--- src/rtl/uart_pkg.sv ---
// Shared UART definitions: transmit FSM states, framing constants and a parity
// helper that the receiver also uses.
package uart_pkg;

    localparam int OVERSAMPLE = 16;
    localparam int DATA_W     = 8;

    typedef enum logic [2:0] {
        ST_IDLE,
        ST_POP,
        ST_WAIT1,
        ST_WAIT2,
        ST_START,
        ST_DATA,
        ST_PARITY,
        ST_STOP
    } tx_state_e;

    // Parity bit for a whole character; bit 7 is excluded in 7-bit mode.
    function automatic logic parity_of(input logic [7:0] data,
                                       input logic       bit8,
                                       input logic       odd_n_even);
        logic [7:0] masked;
        masked = bit8 ? data : {1'b0, data[6:0]};
        return (^masked) ^ odd_n_even;
    endfunction

endpackage

--- src/rtl/uart_tx_serializer_if.sv ---
// Pop interface between the transmit FIFO and the serializer.
interface uart_tx_serializer_if;
    import uart_pkg::*;

    logic              fifo_empty;
    logic [DATA_W-1:0] fifo_data;
    logic              fifo_read_n;

    modport master (input fifo_empty, input fifo_data, output fifo_read_n);
    modport slave  (output fifo_empty, output fifo_data, input fifo_read_n);

endinterface

--- src/rtl/uart_bit_timer.sv ---
// Baud-tick counter and data-bit counter for the transmit engine.
module uart_bit_timer #(
    parameter int OVERSAMPLE = 16
) (
    input  logic clock,
    input  logic reset_n,
    input  logic clear,
    input  logic run,
    input  logic baud_en,
    input  logic count_bits,
    input  logic bit8,
    output logic bit_done,
    output logic last_bit
);

    localparam logic [3:0] TICK_LAST = 4'(OVERSAMPLE - 1);

    logic [3:0] tick_q, tick_d;
    logic [2:0] bit_cnt_q, bit_cnt_d;

    assign bit_done = run & baud_en & (tick_q == TICK_LAST);
    assign last_bit = (bit_cnt_q == (bit8 ? 3'd7 : 3'd6));

    always_comb begin
        tick_d    = tick_q;
        bit_cnt_d = bit_cnt_q;
        if (clear) begin
            tick_d    = '0;
            bit_cnt_d = '0;
        end else if (run && baud_en) begin
            tick_d = bit_done ? 4'd0 : tick_q + 4'd1;
            if (bit_done && count_bits)
                bit_cnt_d = bit_cnt_q + 3'd1;
        end
    end

    always_ff @(posedge clock) begin
        if (!reset_n) begin
            tick_q    <= '0;
            bit_cnt_q <= '0;
        end else begin
            tick_q    <= tick_d;
            bit_cnt_q <= bit_cnt_d;
        end
    end

endmodule

--- src/rtl/uart_tx_serializer.sv ---
// UART transmit engine: pops bytes from the TX FIFO and shifts them out as
// start / 7-8 data / optional parity / stop frames on the 16x baud enable.
module uart_tx_serializer #(
    parameter int OVERSAMPLE = uart_pkg::OVERSAMPLE,
    parameter int DATA_W     = uart_pkg::DATA_W
) (
    input  logic                        clock,
    input  logic                        reset_n,
    input  logic                        baud_en,
    input  logic                        bit8,
    input  logic                        parity_en,
    input  logic                        odd_n_even,
    uart_tx_serializer_if.master        fifo,
    output logic                        tx,
    output logic                        tx_busy,
    output logic                        txrdy
);
    import uart_pkg::*;

    // state  | meaning
    // IDLE   | line high, waiting for FIFO data; POP | one-cycle read strobe
    // WAIT1/2| FIFO read latency; START/DATA/PARITY/STOP | one bit time each

    tx_state_e         state_q, state_d;
    logic [DATA_W-1:0] shreg_q, shreg_d;
    logic              par_q, par_d;
    logic              bit8_q, bit8_d;
    logic              par_en_q, par_en_d;
    logic              tx_q, tx_d;
    logic              rd_n_q, rd_n_d;
    logic              busy_q, busy_d;
    logic              tmr_clear, tmr_run, bit_done, last_bit;

    uart_bit_timer #(.OVERSAMPLE(OVERSAMPLE)) u_bit_timer (
        .clock      (clock),
        .reset_n    (reset_n),
        .clear      (tmr_clear),
        .run        (tmr_run),
        .baud_en    (baud_en),
        .count_bits (state_q == ST_DATA),
        .bit8       (bit8_q),
        .bit_done   (bit_done),
        .last_bit   (last_bit)
    );

    always_comb begin
        state_d   = state_q;
        shreg_d   = shreg_q;
        par_d     = par_q;
        bit8_d    = bit8_q;
        par_en_d  = par_en_q;
        tmr_clear = 1'b0;
        tmr_run   = 1'b0;
        case (state_q)
            ST_IDLE:  if (!fifo.fifo_empty) state_d = ST_POP;
            ST_POP:   state_d = ST_WAIT1;
            ST_WAIT1: state_d = ST_WAIT2;
            ST_WAIT2: begin
                // Frame format is frozen here so mid-frame changes are ignored.
                state_d   = ST_START;
                shreg_d   = fifo.fifo_data;
                par_d     = odd_n_even;
                bit8_d    = bit8;
                par_en_d  = parity_en;
                tmr_clear = 1'b1;
            end
            ST_START: begin
                tmr_run = 1'b1;
                if (bit_done) state_d = ST_DATA;
            end
            ST_DATA: begin
                tmr_run = 1'b1;
                if (bit_done) begin
                    par_d   = par_q ^ shreg_q[0];
                    shreg_d = shreg_q >> 1;
                    if (last_bit) state_d = par_en_q ? ST_PARITY : ST_STOP;
                end
            end
            ST_PARITY: begin
                tmr_run = 1'b1;
                if (bit_done) state_d = ST_STOP;
            end
            ST_STOP: begin
                tmr_run = 1'b1;
                if (bit_done) state_d = fifo.fifo_empty ? ST_IDLE : ST_POP;
            end
            default:  state_d = ST_IDLE;
        endcase

        // Outputs are registered from the next state so they align with entry.
        case (state_d)
            ST_START:  tx_d = 1'b0;
            ST_DATA:   tx_d = shreg_d[0];
            ST_PARITY: tx_d = par_d;
            default:   tx_d = 1'b1;
        endcase
        rd_n_d = (state_d != ST_POP);
        busy_d = (state_d != ST_IDLE);
    end

    always_ff @(posedge clock) begin
        if (!reset_n) begin
            state_q  <= ST_IDLE;
            shreg_q  <= '0;
            par_q    <= 1'b0;
            bit8_q   <= 1'b0;
            par_en_q <= 1'b0;
            tx_q     <= 1'b1;
            rd_n_q   <= 1'b1;
            busy_q   <= 1'b0;
        end else begin
            state_q  <= state_d;
            shreg_q  <= shreg_d;
            par_q    <= par_d;
            bit8_q   <= bit8_d;
            par_en_q <= par_en_d;
            tx_q     <= tx_d;
            rd_n_q   <= rd_n_d;
            busy_q   <= busy_d;
        end
    end

    assign tx               = tx_q;
    assign tx_busy          = busy_q;
    assign txrdy            = ~busy_q;
    assign fifo.fifo_read_n = rd_n_q;

endmodule

--- src/flat_wrapper.sv ---
// flat-port wrapper written by rule: the top's interface ports become plain ports
module uart_tx_serializer_flat import uart_pkg::*;
#(
    parameter int OVERSAMPLE = uart_pkg::OVERSAMPLE,
    parameter int DATA_W     = uart_pkg::DATA_W
)
  (clock, reset_n, baud_en, bit8, parity_en, odd_n_even, tx, tx_busy, txrdy, fifo_fifo_empty, fifo_fifo_data, fifo_fifo_read_n);
  uart_tx_serializer_if fifo_i ();
  input  logic clock;
  input  logic reset_n;
  input  logic baud_en;
  input  logic bit8;
  input  logic parity_en;
  input  logic odd_n_even;
  output logic tx;
  output logic tx_busy;
  output logic txrdy;
  input wire logic [$bits(fifo_i.fifo_empty)-1:0] fifo_fifo_empty;
  input wire logic [$bits(fifo_i.fifo_data)-1:0] fifo_fifo_data;
  output wire logic [$bits(fifo_i.fifo_read_n)-1:0] fifo_fifo_read_n;
  assign fifo_i.fifo_empty = fifo_fifo_empty;
  assign fifo_i.fifo_data = fifo_fifo_data;
  assign fifo_fifo_read_n = fifo_i.fifo_read_n;
  uart_tx_serializer #(.OVERSAMPLE(OVERSAMPLE), .DATA_W(DATA_W)) u_core (.clock(clock), .reset_n(reset_n), .baud_en(baud_en), .bit8(bit8), .parity_en(parity_en), .odd_n_even(odd_n_even), .fifo(fifo_i), .tx(tx), .tx_busy(tx_busy), .txrdy(txrdy));
endmodule
--- config.mk ---
export PLATFORM = sky130hd
export DESIGN_NAME = uart_tx_serializer_flat
export DESIGN_NICKNAME = d
export VERILOG_FILES = /design/src/rtl/uart_pkg.sv /design/src/rtl/uart_tx_serializer_if.sv /design/src/rtl/uart_bit_timer.sv /design/src/rtl/uart_tx_serializer.sv /design/src/flat_wrapper.sv
export SDC_FILE = /design/constraint.sdc
export NUM_CORES = 1
export LEC_CHECK = 0
export CAP_MARGIN = 40
export CORE_MARGIN = 2
export CORE_UTILIZATION = 65
export DETAILED_ROUTE_END_ITERATION = 16
export DONT_BUFFER_PORTS = 1
export GPL_ROUTABILITY_DRIVEN = 0
export PLACE_DENSITY = 0.85
export SKIP_CTS_REPAIR_TIMING = 1
export SYNTH_ARGS = -nofsm -noshare
export SYNTH_HDL_FRONTEND = slang
export SYNTH_SLANG_ARGS = --single-unit
--- constraint.sdc ---
create_clock -name clock -period 2.42 [get_ports clock]
set_input_delay 0.242 -clock clock [delete_from_list [all_inputs] [get_ports clock]]
set_output_delay 0.242 -clock clock [all_outputs]
set_load 0.03 [all_outputs]
; After elaboration in Yosys (flattened, before gate mapping)
; Index checks and enable logic that the tools add are counted.
[totals]
input_bits = 15
out_inout_bits = 4
reg_bits = 24
[classes]
n_mux = 18
addsub = 2
n_bitwise = 5
eq_ne = 14
n_reduce_logical = 9
[ops]
columns = operator, n
row1 = 3-bit case mux with 8 select lines, 1
row2 = 3-bit equality test (second input constant), 7
row3 = 3-bit two-way mux, 6
row4 = 8-bit case mux with 2 select lines, 1
row5 = 8-bit two-way mux, 1
row6 = 3-bit by 2-bit equality test with 1-bit output (second input constant), 2
row7 = 1-bit two-way mux, 6
row8 = 4-bit by 1-bit adder with 4-bit output (second input constant), 1
row9 = 4-bit equality test (second input constant), 1
row10 = 4-bit two-way mux, 1
row11 = 2-bit AND reduction, 2
row12 = 4-bit OR reduction, 1
row13 = 3-bit by 1-bit adder with 3-bit output (second input constant), 1
row14 = 3-bit by 1-bit equality test with 1-bit output (second input constant), 1
row15 = 3-bit equality test, 1
row16 = 3-bit logical NOT, 1
row17 = 3-bit by 1-bit inequality test with 1-bit output (second input constant), 1
row18 = 1-bit case mux with 3 select lines, 1
row19 = 3-bit nonzero test, 1
row20 = 1-bit AND, 2
row21 = 1-bit logical AND, 2
row22 = 2-bit by 1-bit inequality test with 1-bit output (second input constant), 1
row23 = 1-bit inverter, 2
row24 = 1-bit case mux with 2 select lines, 1
row25 = 3 further kinds, 3

; Longest topological paths before layout
; Gate-level depths: netlist of run 1.
[depth]
ltp_word = 9
ltp_mapped = 7
depth_no_buf = 6

; Cells and area by module
; A second synthesis of run 1 with hierarchy kept.
[unflattened]
cells_unflattened = 129
hier_area_um2 = 1182.4
[modules_own_cells]
columns = module, instances, area_per_inst_um2, cells_per_inst, seq_area_each_um2
row1 = uart_tx_serializer, 1, 819.5, 87, 340.3
row2 = uart_bit_timer, 1, 362.8, 42, 140.1

; Worst setup path after synthesis of run 1
; OpenSTA, ideal clock, no wires.
[synth_timing]
kind = flip-flop to flip-flop
start = register u_core.u_bit_timer.tick_q[0]
end = register u_core.tx_q, in the netlist u_core.tx
path_slack_ns = 0.792
n_path_buf = 0
path_stages_with_launch = 7
arrival_time_ns = 1.506
period_less_slack_ns = 1.628
cell_sequence = dfxtp_1 ha_1 and3_1 and2_1 a311o_1 a21bo_1 a31oi_1
[synth_via]
elab_chain_len = 6
elab_cells_between_ends = 15
classes_between = eq/ne: 4 / mux: 10 / bitwise: 1
[synth_lines]
columns = item, line_no
row1 = from (decl), uart_bit_timer.sv:18  ; logic [3:0] tick_q, tick_d;
row2 = from (signal assigned), uart_bit_timer.sv:42  ; tick_q <= tick_d;
row3 = 4-bit equality test (*), uart_bit_timer.sv:21  ; assign bit_done = run & baud_en & (tick_q == TICK_LAST);
row4 = 1-bit AND (*), uart_bit_timer.sv:21
row5 = 3-bit two-way mux (on tied branches), --
row6 = 3-bit case mux with 8 select lines, uart_tx_serializer.sv:54  ; case (state_q)
row7 = 3-bit equality test, uart_tx_serializer.sv:91  ; case (state_d)
row8 = 1-bit case mux with 3 select lines (*), uart_tx_serializer.sv:91
row9 = to (signal assigned), uart_tx_serializer.sv:117  ; tx_q <= tx_d;
row10 = to (decl), uart_tx_serializer.sv:29  ; logic tx_q, tx_d;
; Every way passes the cells marked *; elsewhere a longest branch is shown, timed or not. The select of a mux whose other input is x is not followed.
; A chain may end at the register's enable or synchronous reset.

; Final worst setup path of run 1
[layout_timing]
start = register u_core.state_q[2]
end = register u_core.tx_q, in the netlist u_core.tx
[layout_via]
elab_chain_len = 9
elab_cells_between_ends = 27
classes_between = eq/ne: 10 / mux: 13 / bitwise: 2 / reduce/logical: 2
[layout_lines]
columns = item, line_no
row1 = from (decl), uart_tx_serializer.sv:24  ; tx_state_e state_q, state_d;
row2 = from (signal assigned), uart_tx_serializer.sv:112  ; state_q <= state_d;
row3 = 3-bit equality test, uart_tx_serializer.sv:54
row4 = 4-bit OR reduction (no source line), --
row5 = 1-bit two-way mux, uart_tx_serializer.sv:54
row6 = 1-bit AND (2 in series), uart_bit_timer.sv:21
row7 = 3-bit two-way mux (on tied branches), --
row8 = 3-bit case mux with 8 select lines, uart_tx_serializer.sv:54
row9 = 3-bit equality test, uart_tx_serializer.sv:91
row10 = 1-bit case mux with 3 select lines (*), uart_tx_serializer.sv:91
; Marked as above.

==> summary.txt, run 1 <==
Yosys
  – Area of the mapped netlist: between 0.001 and 0.0015 mm2
  – Ys Warns: 0
  – Post-synthesis sequential area ratio: about two fifths
  – FF+latch count, synth: 24
  – Post-Syn Nets: 152
  – FFs w/ async S/R, synth: 0%
  – Top cells by count, synth: dfxtp_1 (24), nand2_1 (24), a21oi_1 (7)
  – Synth top area cells: dfxtp_1 (42%), nand2_1 (7.8%), a21boi_0 (3.9%)
  – Largest area contributor in the netlist: dfxtp_1
  – Top cell type's share of synthesized area: 41.5%
  – Gate Count Post-Synth: about 140
  – Post-synth EDFFs: 0
  – Post-synth top flop: dfxtp_1
  – Avg Cell Area, Syn: 8.57 um2
  – Distinct cells, synth: 41

Final layout
  – Non-Filler Instances: 159
  – Layout cell share with drive strength beyond 1: 5.97%
  – Layout area overhead: 3.35%
  – Filler cells: 146
  – Multi-input gate area: 626 um2
  – Layout net count: 152
  – Layout Utilization: 70.0%
  – Register area: 480 um2
  – Antenna fix cells: 0

Placed design
  – Post-DP HPWL: 1570 um
  – Port bufs: 0
  – Dpl cells: 155

Worst setup path
  – WP data arrival: 2.16 ns
  – Slowest-stage cell, CP: dfxtp_1
  – CP Depth: 5
  – Reg2Reg Depth: 5
  – Worst setup EP type: flop
  – WP buf/inv: 0
  – Worst R2R Start: u_core.state_q[2]$_SDFF_PN0_
  – Critical path type: flop to flop
  – Worst path max stage delay: 0.66 ns
  – Reg2Reg Setup Slack: between 0.4 and 0.5 ns
  – Delay-heaviest family, CP: flip-flops
  – FF-to-FF End: u_core.tx$_SDFF_PN1_
  – Required time worst endpoint: roughly 2.6 ns
  – Startpoint Class: flop
  – Crit path cell chain: and3b_1 -> and2_1 -> a311o_1 -> a21bo_1 -> a31oi_1
  – Crit Path Max Fanout: 17

STA
  – RSZ-0062 raised after global routing: false
  – Post-layout min period: 1.95 ns
  – Final setup fails: 0
  – Worst Tran Pin Value: 0.504 ns
  – Max Clock Freq: 0.513 GHz
  – Clock Skew: about 0.0083 ns
  – Final Max Tran Viols: 0
  – Final-report hold violation count: 0
  – Relative slew slack: 66.4%
  – Final Cycle Share: 80.5%
  – Setup TNS: 0 ns

Floorplanning
  – Die width: 46.2 um
  – IO Pins: 19
  – Initial Utilization: 67.8%
  – Rows: 15
  – Die Y: 46.2 um
  – Die area: 0.00213 mm2
  – CORE AREA: 0.00171 mm2

Power and ir drop
  – Sequential power share: 62.5%
  – Sw Pwr: about 0.00018 W
  – Clock Power Share: 29.7%
  – Sw Ratio: 25.0%
  – Peak VDD IR: 0.000431 V
  – Gate power share: under 10%
  – Static Leak: between 0.4 and 0.5 nW
  – Power, Total: 0.000701 W
  – Power Density: 586 mW/mm2
  – Internal power: 0.000526 W

Clock network
  – CTS H-tree lvls: 1
  – CTS root buf: clkbuf_4
  – Num CTS Buffers: 3
  – CTS sink count: 24
  – Clk buf depth: 2
  – CTS tree: done
  – Clock Latency Late Sink: 0.32 ns
  – Clk slew on worst S/H paths: 0.13 ns

Status
  – Status: completed

Worst hold path
  – Worst hold start: reset_n
  – Min-Delay Endpoint: u_core.state_q[1]$_SDFF_PN0_
  – WHS Path Cells: 1
  – Hold WC Path Type: input port to flop

Routing
  – Final ANT Viol Nets: 0
  – WL/cell: 13.2 um
  – Via-per-instance ratio: 6.01
  – DR pass1 iterations: 4
  – Vias: 956
  – Drt total wl: 2100 um
  – Drt first-iter violations: 22
  – Remaining DRCs: 0

Flow run
  – Max-cap violations: 0

GRT
  – First-pass GRT wire length: around 3300 um
  – Met2 Usage GRT: about a third
  – GRT Residual Overflow: 0
  – Total Routing Usage GR: 21.3%
  – Largest net degree at the start of global routing: 18
  – Number of global-route vias before repair: 817
  – Initial antenna violation count: 0
  – Gr busiest metal: met2
  – Grt met1 use: 28.2%
  – Met3 Use GR: 5.88%
## logic make-up (layout without fill, tap and decap cells)
kind of cell | count (synthesis) | in the layout | synth area share [%]
compound gates | 40 | 40 | 24.6
xor+xnor | 4 | 4 | 3.03
fa+ha+maj | 2 | 2 | 2.16
buf+inv | 10 | 9 | 4.43
flops | 24 | 24 | 41.5
mux | 1 | 1 | 0.865
simple gates | 54 | 54 | 23.4
## metal layers
layer | vias up | wire, um
met2 | 24 | 994
met3 | 5 | 108
li1 | 483 | -
met1 | 444 | 963
met5 | - | 0
met4 | 0 | 31
## per-stage QoR
stage               hold WS, ns  instance area [um2]  setup slack, ns
global route             0.0168                 1200            0.326
detailed placement        0.368                 1160            0.522
global placement          0.361                 1160            0.574
CTS                      0.0304                 1200            0.497
finish                   0.0304                 1200            0.472
floorplan                 0.387                 1160            0.792
## power groups by stage
stage          Clock [W]  Sequential, W  Combinational (W)
4_1_cts         0.000211       0.000437          0.0000556
3_5_place_dp           0       0.000446          0.0000553
5_1_grt         0.000229       0.000441          0.0000618
3_3_place_gp           0       0.000445          0.0000539
2_1_floorplan          0       0.000436          0.0000617
6_report        0.000208       0.000438          0.0000551
## registers in the layout, summed over array words and instances, names as in the netlist
name                          flops
u_core.u_bit_timer.bit_cnt_q      3
u_core.bit8_q                     1
u_core.tx                         1
u_core.u_bit_timer.tick_q         4
u_core.tx_busy                    1
u_core.par_en_q                   1
u_core.state_q                    3
u_core.par_q                      1
u_core.shreg_q                    8
u_core.fifo.fifo_read_n           1
## placed cells by master, fill, tap and decap left out, drive strengths merged, types with 3 or more instances in the layout
master   n
a21boi   9
a21oi    8
a22oi    6
and2     6
and3     3
clkbuf   4
dfxtp   24
inv      4
nand2   24
nand3    5
nor2     6
o21ai    4
## worst register-to-register path: cells and delay by family, from the launching register on
family / cells / cell delay, ns
flip-flops: 1 / 0.66
AO/OA/AOI/OAI: 3 / 0.56
AND/OR/NAND/NOR: 2 / 0.62
## worst max-delay path by stage
stage / startpoint / end / slack [ns]
3_5_place_dp: u_core.state_q[2]$_SDFF_PN0_ / u_core.tx$_SDFF_PN1_ / 0.52
4_1_cts: u_core.state_q[2]$_SDFF_PN0_ / u_core.tx$_SDFF_PN1_ / 0.50
3_3_place_gp: u_core.state_q[2]$_SDFF_PN0_ / u_core.tx$_SDFF_PN1_ / 0.57
5_1_grt: u_core.state_q[2]$_SDFF_PN0_ / u_core.tx$_SDFF_PN1_ / 0.33
2_1_floorplan: u_core.u_bit_timer.tick_q[0]$_SDFFE_PP0P_ / u_core.tx$_SDFF_PN1_ / 0.79
6_report: u_core.state_q[2]$_SDFF_PN0_ / u_core.tx$_SDFF_PN1_ / 0.47
## cell type report
type,instances,share of cell area [%]
multi-input cells,101,52.3
inverters,4,1.26
repair buffers,1,0.628
clock buffers,4,3.03
well taps,25,2.62
flip-flops and latches,24,40.2
Note: power is estimated with default switching activity, not from simulation.
==> run 2: changes to the inputs <==
--- a/config.mk
+++ b/config.mk
@@ -5,13 +5,14 @@
 export SDC_FILE = /design/constraint.sdc
 export NUM_CORES = 1
 export LEC_CHECK = 0
+export ABC_AREA = 1
 export CAP_MARGIN = 40
 export CORE_MARGIN = 2
-export CORE_UTILIZATION = 65
+export CORE_UTILIZATION = 61
 export DETAILED_ROUTE_END_ITERATION = 16
 export DONT_BUFFER_PORTS = 1
 export GPL_ROUTABILITY_DRIVEN = 0
-export PLACE_DENSITY = 0.85
+export PLACE_DENSITY = 0.81
 export SKIP_CTS_REPAIR_TIMING = 1
 export SYNTH_ARGS = -nofsm -noshare
 export SYNTH_HDL_FRONTEND = slang
==> constraint.sdc (replaced) <==
create_clock -name clock -period 1.9 [get_ports clock]
set_input_delay 0.19 -clock clock [delete_from_list [all_inputs] [get_ports clock]]
set_output_delay 0.19 -clock clock [all_outputs]
set_load 0.03 [all_outputs]
==> run 2 against run 1 <==
Against the previous run: clock skew decreased by 0.0065 ns; critical endpoint is now u_core.tx_busy$_SDFF_PN0_; first-iteration DRC count increased by 45%; non-clock buffer count increased by 1; clock-buffer cell count decreased by 1; area after synthesis increased by 5.0%; routed wire length increased by 12%.
==> summary.txt, run 2 <==
Status
  – Status: completed

GRT
  – Initial antenna violation count: 0 (unchanged)
  – First-pass GRT wire length: 4040 um (+22%)
  – Number of global-route vias before repair: 979 (+20%)
  – GRT Residual Overflow: 0 (unchanged)
  – Total Routing Usage GR: 22.0% (+0.70 points)
  – Largest net degree at the start of global routing: 13 (-5)

Routing
  – Via-per-instance ratio: 5.20 (-13%)
  – Remaining DRCs: 0 (unchanged)
  – Final ANT Viol Nets: 0 (unchanged)
  – Uppermost layer routed: met4
  – WL/cell: 11.6 um (-12%)
  – Met3 wire length: 107 um (-0.93%)
  – Met2 Routed Length: 1150 um (+15%)
  – Vias: 1,056 (+10%)
  – Drt first-iter violations: 32 (+45%)
  – DR pass1 iterations: 4 (unchanged)
  – Met1 Routed Length: 1070 um (+11%)
  – Drt total wl: 2360 um (+12%)

STA
  – Final worst slack: 0.234 ns (-0.238 ns)
  – Relative slew slack: 70.7% (+4.3 points)
  – Final Max Tran Viols: 0 (unchanged)
  – Post-layout min period: 1.67 ns (-0.282 ns)
  – RSZ-0062 raised after global routing: false
  – Final setup fails: 0 (unchanged)
  – Worst Tran Pin Value: 0.439 ns (-0.0647 ns)
  – Final-report hold violation count: 0 (unchanged)
  – Setup TNS: 0 ns (unchanged)
  – Worst hold margin: 0.0000696 ns (-0.0303 ns)
  – Max Clock Freq: 0.600 GHz (+17%)
  – Clock Skew: 0.00179 ns (-0.00654 ns)
  – Final Cycle Share: 87.7% (+7.2 points)

Yosys
  – FF+latch count, synth: 24 (unchanged)
  – Synth top area cells: dfxtp_1 (40%), nand2_1 (18%), inv_1 (6.5%)
  – Avg Cell Area, Syn: 6.94 um2 (-19%)
  – FFs w/ async S/R, synth: 0% (unchanged)
  – Post-Syn Nets: 192 (+26%)
  – Post-synth EDFFs: 0 (unchanged)
  – Post-synthesis sequential area ratio: 39.5% (-2.0 points)
  – Area of the mapped netlist: 0.00121 mm2 (+5.0%)
  – Post-synth top flop: dfxtp_1
  – Largest area contributor in the netlist: dfxtp_1
  – Top cell type's share of synthesized area: 39.5% (-2.0 points)
  – Gate Count Post-Synth: 175 (+30%)
  – Top cells by count, synth: nand2_1 (58), dfxtp_1 (24), inv_1 (21), nor2_1 (17), a21oi_1 (9)
  – Ys Warns: 0 (unchanged)
  – Count leader, synth: nand2_1
  – Distinct cells, synth: 24 (-41%)

Power and ir drop
  – Static Leak: 0.588 nW (+42%)
  – Power Density: 1170 mW/mm2 (+100%)
  – Peak VDD IR: 0.000588 V (+36%)

Worst hold path
  – Hold WC Path Type: input port to flop
  – WHS Path Cells: 2 (+1)
  – Min-Delay Endpoint: u_core.bit8_q$_SDFFE_PN0P_
  – Worst hold start: reset_n

Clock network
  – Clk buf depth: 2 (unchanged)
  – CTS sink count: 24 (unchanged)
  – CTS tree: done
  – Clk slew on worst S/H paths: 0.13 ns (about the same)
  – Num CTS Buffers: 3 (unchanged)
  – CTS H-tree lvls: 1 (unchanged)
  – CTS root buf: clkbuf_4
  – Clock Latency Late Sink: 0.31 ns (about the same)

Worst setup path
  – Crit path cell chain: nand2_4 -> nor2_8 -> nand2_4 -> nor2_4 -> nand2_1 -> nand3_2 -> nor2_1 -> a21oi_1
  – Required time worst endpoint: 2.15 ns (-0.48 ns)
  – Cell mode on critical path: nand2_4
  – Worst path max stage delay: 0.57 ns (-0.09 ns)
  – Reg2Reg Depth: 8 (+3)
  – Worst R2R Start: u_core.state_q[2]$_SDFF_PN0_
  – Slowest-stage cell, CP: dfxtp_1
  – Crit Path Max Fanout: 12 (-5)
  – Reg2Reg Setup Slack: 0.23 ns (-0.24 ns)
  – Startpoint Class: flop
  – Critical path type: flop to flop
  – FF-to-FF End: u_core.tx_busy$_SDFF_PN0_
  – Crit path from: u_core.state_q[2]$_SDFF_PN0_
  – Worst setup EP type: flop
  – WP data arrival: 1.91 ns (-0.25 ns)

Final layout
  – Regs by FF count: u_core.shreg_q x8, u_core.u_bit_timer.tick_q x4
  – Layout area overhead: 3.50%
  – Max FFs per register: 8 (unchanged)
  – Non-Filler Instances: 203 (+28%)
  – Commonest non-fill, non-tap cell in the layout: nand2_1
  – Antenna fix cells: 0 (unchanged)
  – Layout cell share with drive strength beyond 1: 11.9% (+6.0 points)
  – Layout net count: 195 (+28%)
  – Post-route cell area: 0.00126 mm2 (+5.1%)
  – Top reg by flops: u_core.shreg_q
  – Commonest non-fill, non-tap cells in the layout: nand2_1 (58), dfxtp_1 (24), inv_1 (21), nor2_1 (17), a21oi_1 (9)

Placed design
  – Dpl cell area: 0.00122 mm2 (+5.6%)
  – Post-DP HPWL: 1810 um (+15%)
  – Port bufs: 0 (unchanged)
  – Dpl cells: 199 (+28%)
  – Placement Setup Slack: 0.274 ns (-0.248 ns)

Floorplanning
  – Die width: 48.6 um (+5.3%)
  – Initial Utilization: 63.2% (-4.5 points)
  – Die Y: 48.6 um (+5.3%)
  – CORE AREA: 0.00192 mm2 (+13%)
  – Rows: 16 (+1)
  – IO Pins: 19 (unchanged)
  – Die area: 0.00236 mm2 (+11%)

Flow run
  – Max-cap violations: 0 (unchanged)
==> run 2: cell type report <==
type | count | area, um2
Sequential cell | 24 | 480
Fill cell | 177 | 664
Tap cell | 27 | 33.8
Clock buffer | 3 | 22.5
Inverter | 24 | 90.1
Multi-Input combinational cell | 123 | 613
Timing Repair Buffer | 2 | 17.5
==> run 2: cell families after synthesis <==
family	Yosys count	share of synthesized area, %
AOI/OAI and AO/OA	21	9.78
adders and majority gates	2	2.06
DFF	24	39.5
xor gates and xnor gates	1	0.721
buffers and inverters	28	9.99
and+or+nand+nor	99	37.9
==> run 2: worst max-delay path: cells and delay by family (launching register included) <==
family             cells  cell delay (ns)
AOI/OAI and AO/OA      1             0.13
DFF                    1             0.57
and+or+nand+nor        7             0.89
==> run 2: worst max-delay path by stage <==
stage	endpoint	cells past startpoint	slack, ns
CTS	u_core.tx_busy$_SDFF_PN0_	8	0.24
global route	u_core.tx$_SDFF_PN1_	11	0.03
global placement	u_core.tx_busy$_SDFF_PN0_	8	0.30
detailed placement	u_core.tx_busy$_SDFF_PN0_	9	0.27
finish	u_core.tx_busy$_SDFF_PN0_	8	0.23
floorplan	u_core.fifo.fifo_read_n$_SDFF_PN1_	12	0.56
==> run 2: report_power, final <==
group	internal [W]	total, W	switching, W
logic	0.000176	0.000529	0.000354
registers	0.000589	0.000722	0.000133
clock network	0.0000741	0.000221	0.000147
total	0.000839	0.00147	0.000633
==> run 2: per-layer routing <==
layer,vias to the layer above,track usage [%]
li1,549,-
met1,481,26.5
met2,22,37.0
met3,4,5.25
met4,0,10.0
met5,-,0
==> run 2: per-stage QoR <==
stage / utilization (%) / total power [W]
floorplan: - / 0.00118
global placement: 63.7 / 0.00123
detailed placement: 63.7 / 0.00126
CTS: 64.9 / 0.00147
global route: 65.4 / 0.00158
finish: 65.4 / 0.00147
